## config.mk

```make
export PLATFORM = sky130hd
export DESIGN_NAME = spi_master_scheduler
export DESIGN_NICKNAME = d
export VERILOG_FILES = /design/src/rtl/spi_master_scheduler.sv
export SDC_FILE = /design/constraint.sdc
export NUM_CORES = 1
export LEC_CHECK = 0
export ABC_AREA = 1
export BUFFER_PORTS_ARGS = -buffer_cell sky130_fd_sc_hd__buf_2
export CORE_ASPECT_RATIO = 0.6
export CORE_MARGIN = 1.5
export CORE_UTILIZATION = 50
export CTS_CLUSTER_DIAMETER = 80
export DETAILED_ROUTE_END_ITERATION = 8
export HOLD_SLACK_MARGIN = 0.08
export PLACE_DENSITY = 0.88
export SLEW_MARGIN = 20
export SYNTH_ARGS = -nofsm -noshare
export SYNTH_HDL_FRONTEND = slang
export SYNTH_SLANG_ARGS = --single-unit
```

## constraint.sdc

```tcl
create_clock -name SPI_MASTER_CLOCK_50 -period 2.1 [get_ports SPI_MASTER_CLOCK_50]
set_clock_uncertainty 0.05 [all_clocks]
set_input_delay 0.105 -clock SPI_MASTER_CLOCK_50 [delete_from_list [all_inputs] [get_ports SPI_MASTER_CLOCK_50]]
set_output_delay 0.105 -clock SPI_MASTER_CLOCK_50 [all_outputs]
set_load 0.005 [all_outputs]
```

## src/rtl/spi_master_scheduler.sv

```systemverilog
// Round-robin scheduler sharing one SPI_MASTER byte engine between NUM_REQ requesters.
// Runs chip-select-framed multi-byte transactions with programmable CS setup/hold and a per-byte timeout.
module spi_master_scheduler #(
  parameter int NUM_REQ       = 4,
  parameter int DATAWIDTH_BUS = 8,
  parameter int LEN_WIDTH     = 4,
  parameter int CS_SETUP      = 2,
  parameter int CS_HOLD       = 2,
  parameter int TIMEOUT       = 255
) (
  input  logic                               SPI_MASTER_CLOCK_50,
  input  logic                               SPI_MASTER_RESET_InHigh,
  input  logic [NUM_REQ-1:0]                 SPI_SCHEDULER_req_In,
  input  logic [NUM_REQ*LEN_WIDTH-1:0]       SPI_SCHEDULER_len_In,
  input  logic [NUM_REQ*DATAWIDTH_BUS-1:0]   SPI_SCHEDULER_txData_In,
  output logic [NUM_REQ-1:0]                 SPI_SCHEDULER_txPop_Out,
  output logic [NUM_REQ-1:0]                 SPI_SCHEDULER_grant_Out,
  output logic [DATAWIDTH_BUS-1:0]           SPI_SCHEDULER_rxData_Out,
  output logic [NUM_REQ-1:0]                 SPI_SCHEDULER_rxValid_Out,
  output logic [NUM_REQ-1:0]                 SPI_SCHEDULER_done_Out,
  output logic [NUM_REQ-1:0]                 SPI_SCHEDULER_error_Out,
  output logic [NUM_REQ-1:0]                 SPI_SCHEDULER_SS_n_Out,
  output logic                               SPI_SCHEDULER_start_Out,
  output logic [DATAWIDTH_BUS-1:0]           SPI_SCHEDULER_data_Out,
  input  logic                               SPI_SCHEDULER_newData_In,
  input  logic [DATAWIDTH_BUS-1:0]           SPI_SCHEDULER_data_In
);
  localparam int IW = (NUM_REQ > 1) ? $clog2(NUM_REQ) : 1;

  typedef enum logic [2:0] {IDLE, ARB, SETUP, LOAD, START, WAIT, HOLD, DONE} state_t;

  state_t                   st, nx;
  logic [7:0]               cnt;
  logic [NUM_REQ-1:0]       grant;
  logic [IW-1:0]            gidx, last, win;
  logic                     found;
  logic [LEN_WIDTH-1:0]     len_q, bcnt;
  logic                     err_q;
  logic                     ss_active;
  logic [LEN_WIDTH-1:0]     len_a [NUM_REQ];
  logic [DATAWIDTH_BUS-1:0] tx_a  [NUM_REQ];

  for (genvar i = 0; i < NUM_REQ; i++) begin : g_unpack
    assign len_a[i] = SPI_SCHEDULER_len_In[i*LEN_WIDTH +: LEN_WIDTH];
    assign tx_a[i]  = SPI_SCHEDULER_txData_In[i*DATAWIDTH_BUS +: DATAWIDTH_BUS];
  end

  // Scan downward so the nearest requester after the last grant wins.
  always_comb begin
    int j;
    j     = 0;
    found = 1'b0;
    win   = '0;
    for (int k = NUM_REQ; k >= 1; k--) begin
      j = int'(last) + k;
      if (j >= NUM_REQ) j = j - NUM_REQ;
      if (SPI_SCHEDULER_req_In[IW'(j)]) begin
        found = 1'b1;
        win   = IW'(j);
      end
    end
  end

  always_ff @(posedge SPI_MASTER_CLOCK_50 or posedge SPI_MASTER_RESET_InHigh)
    if (SPI_MASTER_RESET_InHigh) st <= IDLE;
    else                         st <= nx;

  always_comb begin
    nx = st;
    case (st)
      IDLE:  if (|SPI_SCHEDULER_req_In) nx = ARB;
      ARB:   nx = found ? SETUP : IDLE;
      SETUP: if (cnt == 8'(CS_SETUP - 1)) nx = LOAD;
      LOAD:  nx = START;
      START: nx = WAIT;
      WAIT: begin
        if (SPI_SCHEDULER_newData_In) nx = (bcnt == len_q) ? HOLD : LOAD;
        else if (cnt == 8'(TIMEOUT - 1)) nx = HOLD;
      end
      HOLD:  if (cnt == 8'(CS_HOLD - 1)) nx = DONE;
      DONE:  nx = IDLE;
      default: nx = IDLE;
    endcase
  end

  // cnt restarts on every state change, so it times SETUP, WAIT and HOLD alike.
  always_ff @(posedge SPI_MASTER_CLOCK_50 or posedge SPI_MASTER_RESET_InHigh)
    if (SPI_MASTER_RESET_InHigh) begin
      cnt                       <= '0;
      grant                     <= '0;
      gidx                      <= '0;
      last                      <= IW'(NUM_REQ - 1);
      len_q                     <= '0;
      bcnt                      <= '0;
      err_q                     <= 1'b0;
      SPI_SCHEDULER_data_Out    <= '0;
      SPI_SCHEDULER_rxData_Out  <= '0;
      SPI_SCHEDULER_rxValid_Out <= '0;
    end else begin
      cnt                       <= (nx != st) ? 8'd0 : cnt + 8'd1;
      SPI_SCHEDULER_rxValid_Out <= '0;
      case (st)
        ARB: if (found) begin
          grant <= NUM_REQ'(1) << win;
          gidx  <= win;
          len_q <= len_a[win];
          bcnt  <= '0;
          err_q <= 1'b0;
        end
        LOAD: SPI_SCHEDULER_data_Out <= tx_a[gidx];
        WAIT: begin
          if (SPI_SCHEDULER_newData_In) begin
            SPI_SCHEDULER_rxData_Out  <= SPI_SCHEDULER_data_In;
            SPI_SCHEDULER_rxValid_Out <= grant;
            if (bcnt != len_q) bcnt <= bcnt + 1'b1;
          end else if (cnt == 8'(TIMEOUT - 1)) err_q <= 1'b1;
        end
        DONE: begin
          grant <= '0;
          last  <= gidx;
        end
        default: ;
      endcase
    end

  assign ss_active               = (st == SETUP) || (st == LOAD) || (st == START) ||
                                   (st == WAIT)  || (st == HOLD);
  assign SPI_SCHEDULER_SS_n_Out  = ss_active ? ~grant : '1;
  assign SPI_SCHEDULER_grant_Out = grant;
  assign SPI_SCHEDULER_start_Out = (st == START);
  assign SPI_SCHEDULER_txPop_Out = (st == LOAD) ? grant : '0;
  assign SPI_SCHEDULER_done_Out  = (st == DONE) ? grant : '0;
  assign SPI_SCHEDULER_error_Out = (st == DONE && err_q) ? grant : '0;
endmodule

```

# Word level (Yosys, flattened, before mapping)
# Cells that the tools add are included.
word_totals:
  ff_bits: 48
  latchBits: 0
  mem_bits_rw: 0
  mem_bits_ro: 0
  in_bits: 63
  output_inout_bits: 41
  word_cells: 121
  memories: 0
classes:
  addsub: 10
  n_mul: 0
  div: 0
  magnitude_cmp: 10
  n_eq_ne: 17
  n_shift: 1
  n_mux: 55
  bitwise: 3
  n_reduce_logical: 14
op_table:
  columns: ["operator", "n"]
  rows:
  - ["4-bit two-way mux", 12]
  - ["8-bit two-way mux", 3]
  - ["3-bit one-hot mux with 8 select lines", 1]
  - ["2-bit two-way mux", 9]
  - ["3-bit two-way mux", 6]
  - ["8-bit binary-select mux with 2-bit select", 1]
  - ["2-bit by 4-bit < comparator with 1-bit output (second input constant)", 4]
  - ["4-bit one-hot mux with 2 select lines", 2]
  - ["3-bit greater-or-equal comparator (second input constant)", 5]
  - ["1-bit two-way mux", 15]
  - ["3-bit equality test (second input constant)", 4]
  - ["2-bit != test (second input constant)", 5]
  - ["8-bit by 1-bit adder with 8-bit output (second input constant)", 1]
  - ["1-bit binary-select mux with 2-bit select", 4]
  - ["4-bit binary-select mux with 2-bit select", 1]
  - ["8-bit by 1-bit equality test with 1-bit output (second input constant)", 1]
  - ["8-bit equality test (second input constant)", 1]
  - ["4-bit AND reduction", 2]
  - ["2-bit by 1-bit subtractor with 2-bit output (second input constant)", 4]
  - ["2-bit by 2-bit adder with 3-bit output (second input constant)", 2]
  - ["3-bit by 2-bit equality test with 1-bit output (second input constant)", 2]
  - ["2-bit NOT with 3-bit output", 2]
  - ["2-bit AND reduction", 3]
  - ["2-bit by 3-bit adder with 4-bit output (second input constant)", 1]
  - ["other kinds (15)", 19]

# Logic depth before layout (Yosys ltp)
logic_depth:
  depth_word: 14
  ltp_mapped: 17

# Worst setup path before layout
# OpenSTA, ideal clock, no wires.
synth_path:
  kind: "register to register"
  startpoint: "register last[0]"
  endpoint: "register len_q[0]"
  arrival_ps: 1608
  slack_ps: 326
  stages_incl_launch_ff: 18
  path_buffers: 2
  synth_period_minus_slack_ps: 1774
  path_cell_list: "dfstp_2 buf_6 inv_8 nand2_2 nand2_2 nand2_2 nand2_2 inv_2 nand2_2 nand2_4 nand2_4 buf_12 nand2_2 nand2_1 nand2_1 nand2_1 nand2_1 nand2_1"
synth_between:
  elab_chain_cells: 14
  word_cells_on_any_way: 41
synth_lines:
  columns: ["item", "line_no", "rtl"]
  rows:
  - ["start, declared", "35", "logic [IW-1:0] gidx, last, win;"]
  - ["start signal, assigned", "92", "last <= IW'(NUM_REQ - 1);"]
  - ["start signal, assigned", "120", "last <= gidx;"]
  - ["2-bit by 3-bit adder with 4-bit output", "55", "j = int'(last) + k;"]
  - ["4-bit by 3-bit greater-or-equal comparator with 1-bit output / 2-bit by 1-bit subtractor with 2-bit output (equally long branches)", "56", "if (j >= NUM_REQ) j = j - NUM_REQ;"]
  - ["2-bit two-way mux", "56", null]
  - ["1-bit binary-select mux with 2-bit select", "57", "if (SPI_SCHEDULER_req_In[IW'(j)]) begin"]
  - ["1-bit two-way mux (not written as such) (2 in a row)", "57", null]
  - ["2-bit two-way mux (4 in a row)", "57", null]
  - ["2-bit NOT with 3-bit output (not written as such)", "106", "len_q <= len_a[win];"]
  - ["4-bit binary-select mux with 2-bit select", "106", null]
  - ["4-bit two-way mux (not written as such) (2 in a row)", "106", null]
  - ["end signal, assigned", "106", null]
  - ["end, declared", "37", "logic [LEN_WIDTH-1:0] len_q, bcnt;"]
# Several ways; a longest one is shown, not always the timed one. The select of a mux whose other input is x is not followed.
# A chain may end at the register's enable or synchronous reset.

# Worst setup path in the final report
layout_path:
  startpoint: "register last[0]"
  endpoint: "register len_q[2]"
# Same word-level chain as after synthesis.

==> reports/qor.csv <==
metric,value,unit
FP Rows,20,
synthesized flop and latch total,48,
Clock Sinks,48,
wire length of the first global-routing pass,12500,µm
grt ovf,0,
DP Area,3390,µm²
clk_lat worst skew,0.30,ns
Pins Over Slew Limit,0,
TritonCTS buffer count,5,
total global-route track usage,26.5,%
DRC violations left,0,
Final Net Count,559,
worst setup path start,last[0],
Core Area,5260,µm²
Final HPWL DP,5710,µm
"Req. time, crit path",2.25,ns
Final Cell Area,3670,µm²
antenna violations before repair,0,
RR Startpoint,last[0],
minimum hold slack,0.0829,ns
H-tree depth,2,
Bufs and invs on worst path,2,
layout cells sized above 1,32.0,%
Max Fanout on Critical Path,12,
setup tns final,0,ns
Setup CP Type,reg -> reg,
synth warn,0,
crit path to,len_q[2],
syn_nets,437,
Iter 0 DRT Violations,229,
Critical Path Stages,15,
number of global-route vias before repair,2753,
CP max-delay cell,dfstp_2,
syn_area_per_cell,7.66,µm²
DR pass1 iterations,6,
port bufs,103,
crit-path cells,inv_8 > nand2_2 > nand2_2 > nand2_2 > nand2_2 > inv_2 > nand2_2 > nand2_4 > nand2_4 > nand2_1 > nand2_1 > nand2_1 > nand2_1 > nand2_1 > nand2_1,
die width,100,µm
status,finished clean,
post-synthesis sequential area ratio,42.5,%
ys async rst share,100,%
Worst R2R End,len_q[2],
achievable clock frequency,515,MHz
Hold WC Path Type,in -> reg,
RSZ-0062 raised after global routing,no,
Reg area,1200,µm²
Die Area,6140,µm²
final WL,7780,µm
clock transition at the registers of the reported paths,0.09,ns
Final Util,69.9,%
Max Cap Viol,0,
worst slew pin tran,0.677,ns
# fillers,396,
"Top FF cell, synth",dfrtp_1,
VDD IR-drop max,0.639,mV
"Cell Area, Synth",2830,µm²
vias,2973,
Reg2Reg Setup Slack,0.16,ns
Post-synth EDFFs,0,
post-synth cell types,36,
post-synthesis instance total,370,
pwr dens,1330,nW/µm²
Finish-stage setup viols,0,
CTS max path bufs,2,
WL per Instance,13.9,µm
Critical Path AT,2.10,ns
reg2reg path depth,15,
Antenna Nets Post-Route,0,
Final min period,1.94,ns
P_leak,1.91,nW
clk root buf,clkbuf_8,
Final Hold Vio Count,0,
startpoint types,register,
antenna cells,0,
Final GP Congestion,0.957,
period utilisation layout,92.5,%
starting density of the core,53.9,%
IO Pins,104,
"Area growth, synth to finish",29.6,%
TritonCTS clock tree,built,
Max transition margin,54.4,%
Crit. End Element,register,
die height,61.3,µm
Multi-input gate area,1420,µm²
pin count of the biggest net entering global routing,25,
Via density,5.32,
total chip power,4.87,mW
cell family with most CP delay,simple AND/OR/NAND/NOR gates,
crit-path most repeated cell,nand2_1,
Max stage delay on crit path,0.66,ns
==> synth_stat cells (all sizes together), types with 2 or more instances <==
| library cell | number | area share, % |
|---|---|---|
| nand2 | 98 | 16 |
| nor2 | 74 | 9.8 |
| dfrtp | 46 | 41 |
| inv | 36 | 5.0 |
| o21ai | 32 | 5.7 |
| nand3 | 23 | 4.7 |
| a31oi | 9 | 2.0 |
| mux2 | 8 | 3.2 |
| nor3 | 6 | 1.1 |
| xnor2 | 6 | 1.9 |
| buf | 5 | 1.7 |
| clkbuf | 5 | 0.66 |
| a21oi | 4 | 0.97 |
| ha | 4 | 1.8 |
| xor2 | 3 | 0.93 |
| dfstp | 2 | 1.9 |
| nand4 | 2 | 0.44 |
==> what timing repair did <==
item	CTS	global route
setup endpoints to repair	0	1
hold endpoints to repair	62	0
hold buffers	18	0
setup buffers	0	0
resized for setup	0	1
==> power by group <==
group | total, mW | switching (mW) | internal, mW
clock | 0.582 | 0.313 | 0.269
combinational | 2.70 | 1.69 | 1.01
sequential | 1.59 | 0.331 | 1.26
==> metrics by stage <==
step / worst slack (ns) / std cells
after CTS: 0.161 / 559
after floorplan: 0.326 / 370
after detailed placement: 0.199 / 533
after global routing: 0.00209 / 559
final: 0.157 / 559
after global placement: 0.280 / 533
==> final cells by class <==
type                            instances  area share [%]
Clock buffer                            6            2.25
Clock inverter                          2           0.375
Inverter                               36            3.88
Multi-Input combinational cell        276            38.7
Sequential cell                        48            32.8
Tap cell                               66            2.25
Timing Repair Buffer                  125            19.8
==> worst min path at each step <==
| stage | startpoint | end | cells after the start |
|---|---|---|---|
| floorplan | SPI_SCHEDULER_newData_In | err_q | 1 |
| global placement | SPI_MASTER_RESET_InHigh | SPI_SCHEDULER_rxData_Out[7] | 2 |
| detailed placement | SPI_MASTER_RESET_InHigh | SPI_SCHEDULER_rxData_Out[0] | 2 |
| CTS | SPI_SCHEDULER_txData_In[26] | SPI_SCHEDULER_data_Out[2] | 3 |
| global route | SPI_SCHEDULER_txData_In[29] | SPI_SCHEDULER_data_Out[5] | 3 |
| finish | SPI_SCHEDULER_txData_In[28] | SPI_SCHEDULER_data_Out[4] | 3 |
==> cells by family after synthesis <==
logic type               Yosys count  synth area share, %
multiplexers                       8                 3.18
buffers and inverters             46                 7.42
flip-flops                        48                 42.5
AO/OA/AOI/OAI                     49                 9.71
adder cells (fa/ha/maj)            4                 1.77
AND/OR/NAND/NOR                  206                 32.7
XOR/XNOR                           9                 2.78
==> state kept, by name (all words and copies together) (netlist names), 2 cells and up <==
| register | count |
|---|---|
| SPI_SCHEDULER_data_Out | 8 |
| SPI_SCHEDULER_rxData_Out | 8 |
| cnt | 8 |
| SPI_SCHEDULER_grant_Out | 4 |
| SPI_SCHEDULER_rxValid_Out | 4 |
| bcnt | 4 |
| len_q | 4 |
| st | 3 |
| gidx | 2 |
| last | 2 |
==> layout by cell type, fill, tap and decap left out, types with 7 or more instances in the layout <==
cell type | Yosys | final
nand3_1 | 21 | 21
dlygate4sd3_1 | 0 | 18
inv_1 | 29 | 28
o21ai_0 | 27 | 27
dfrtp_1 | 46 | 45
nand2_2 | 20 | 20
inv_2 | 6 | 7
buf_2 | 2 | 103
nor2_1 | 74 | 74
nand2_1 | 74 | 74
a31oi_1 | 9 | 9
==> worst min-delay path, stage by stage <==
cell and delay, ns:
buf_2 0.07, o21ai_0 0.07, a31oi_1 0.15
==> per-layer routing <==
layer | vias up | GRT usage, % | wire (µm) | part of all wire, %
met5 | - | 0 | 0 | 0
met4 | 0 | 8.25 | 128 | 1.6
met3 | 15 | 6.70 | 684 | 8.8
met2 | 134 | 44.5 | 3620 | 47
met1 | 1394 | 34.7 | 3340 | 43
li1 | 1430 | - | - | -
Power figures use the tool's default switching activity.
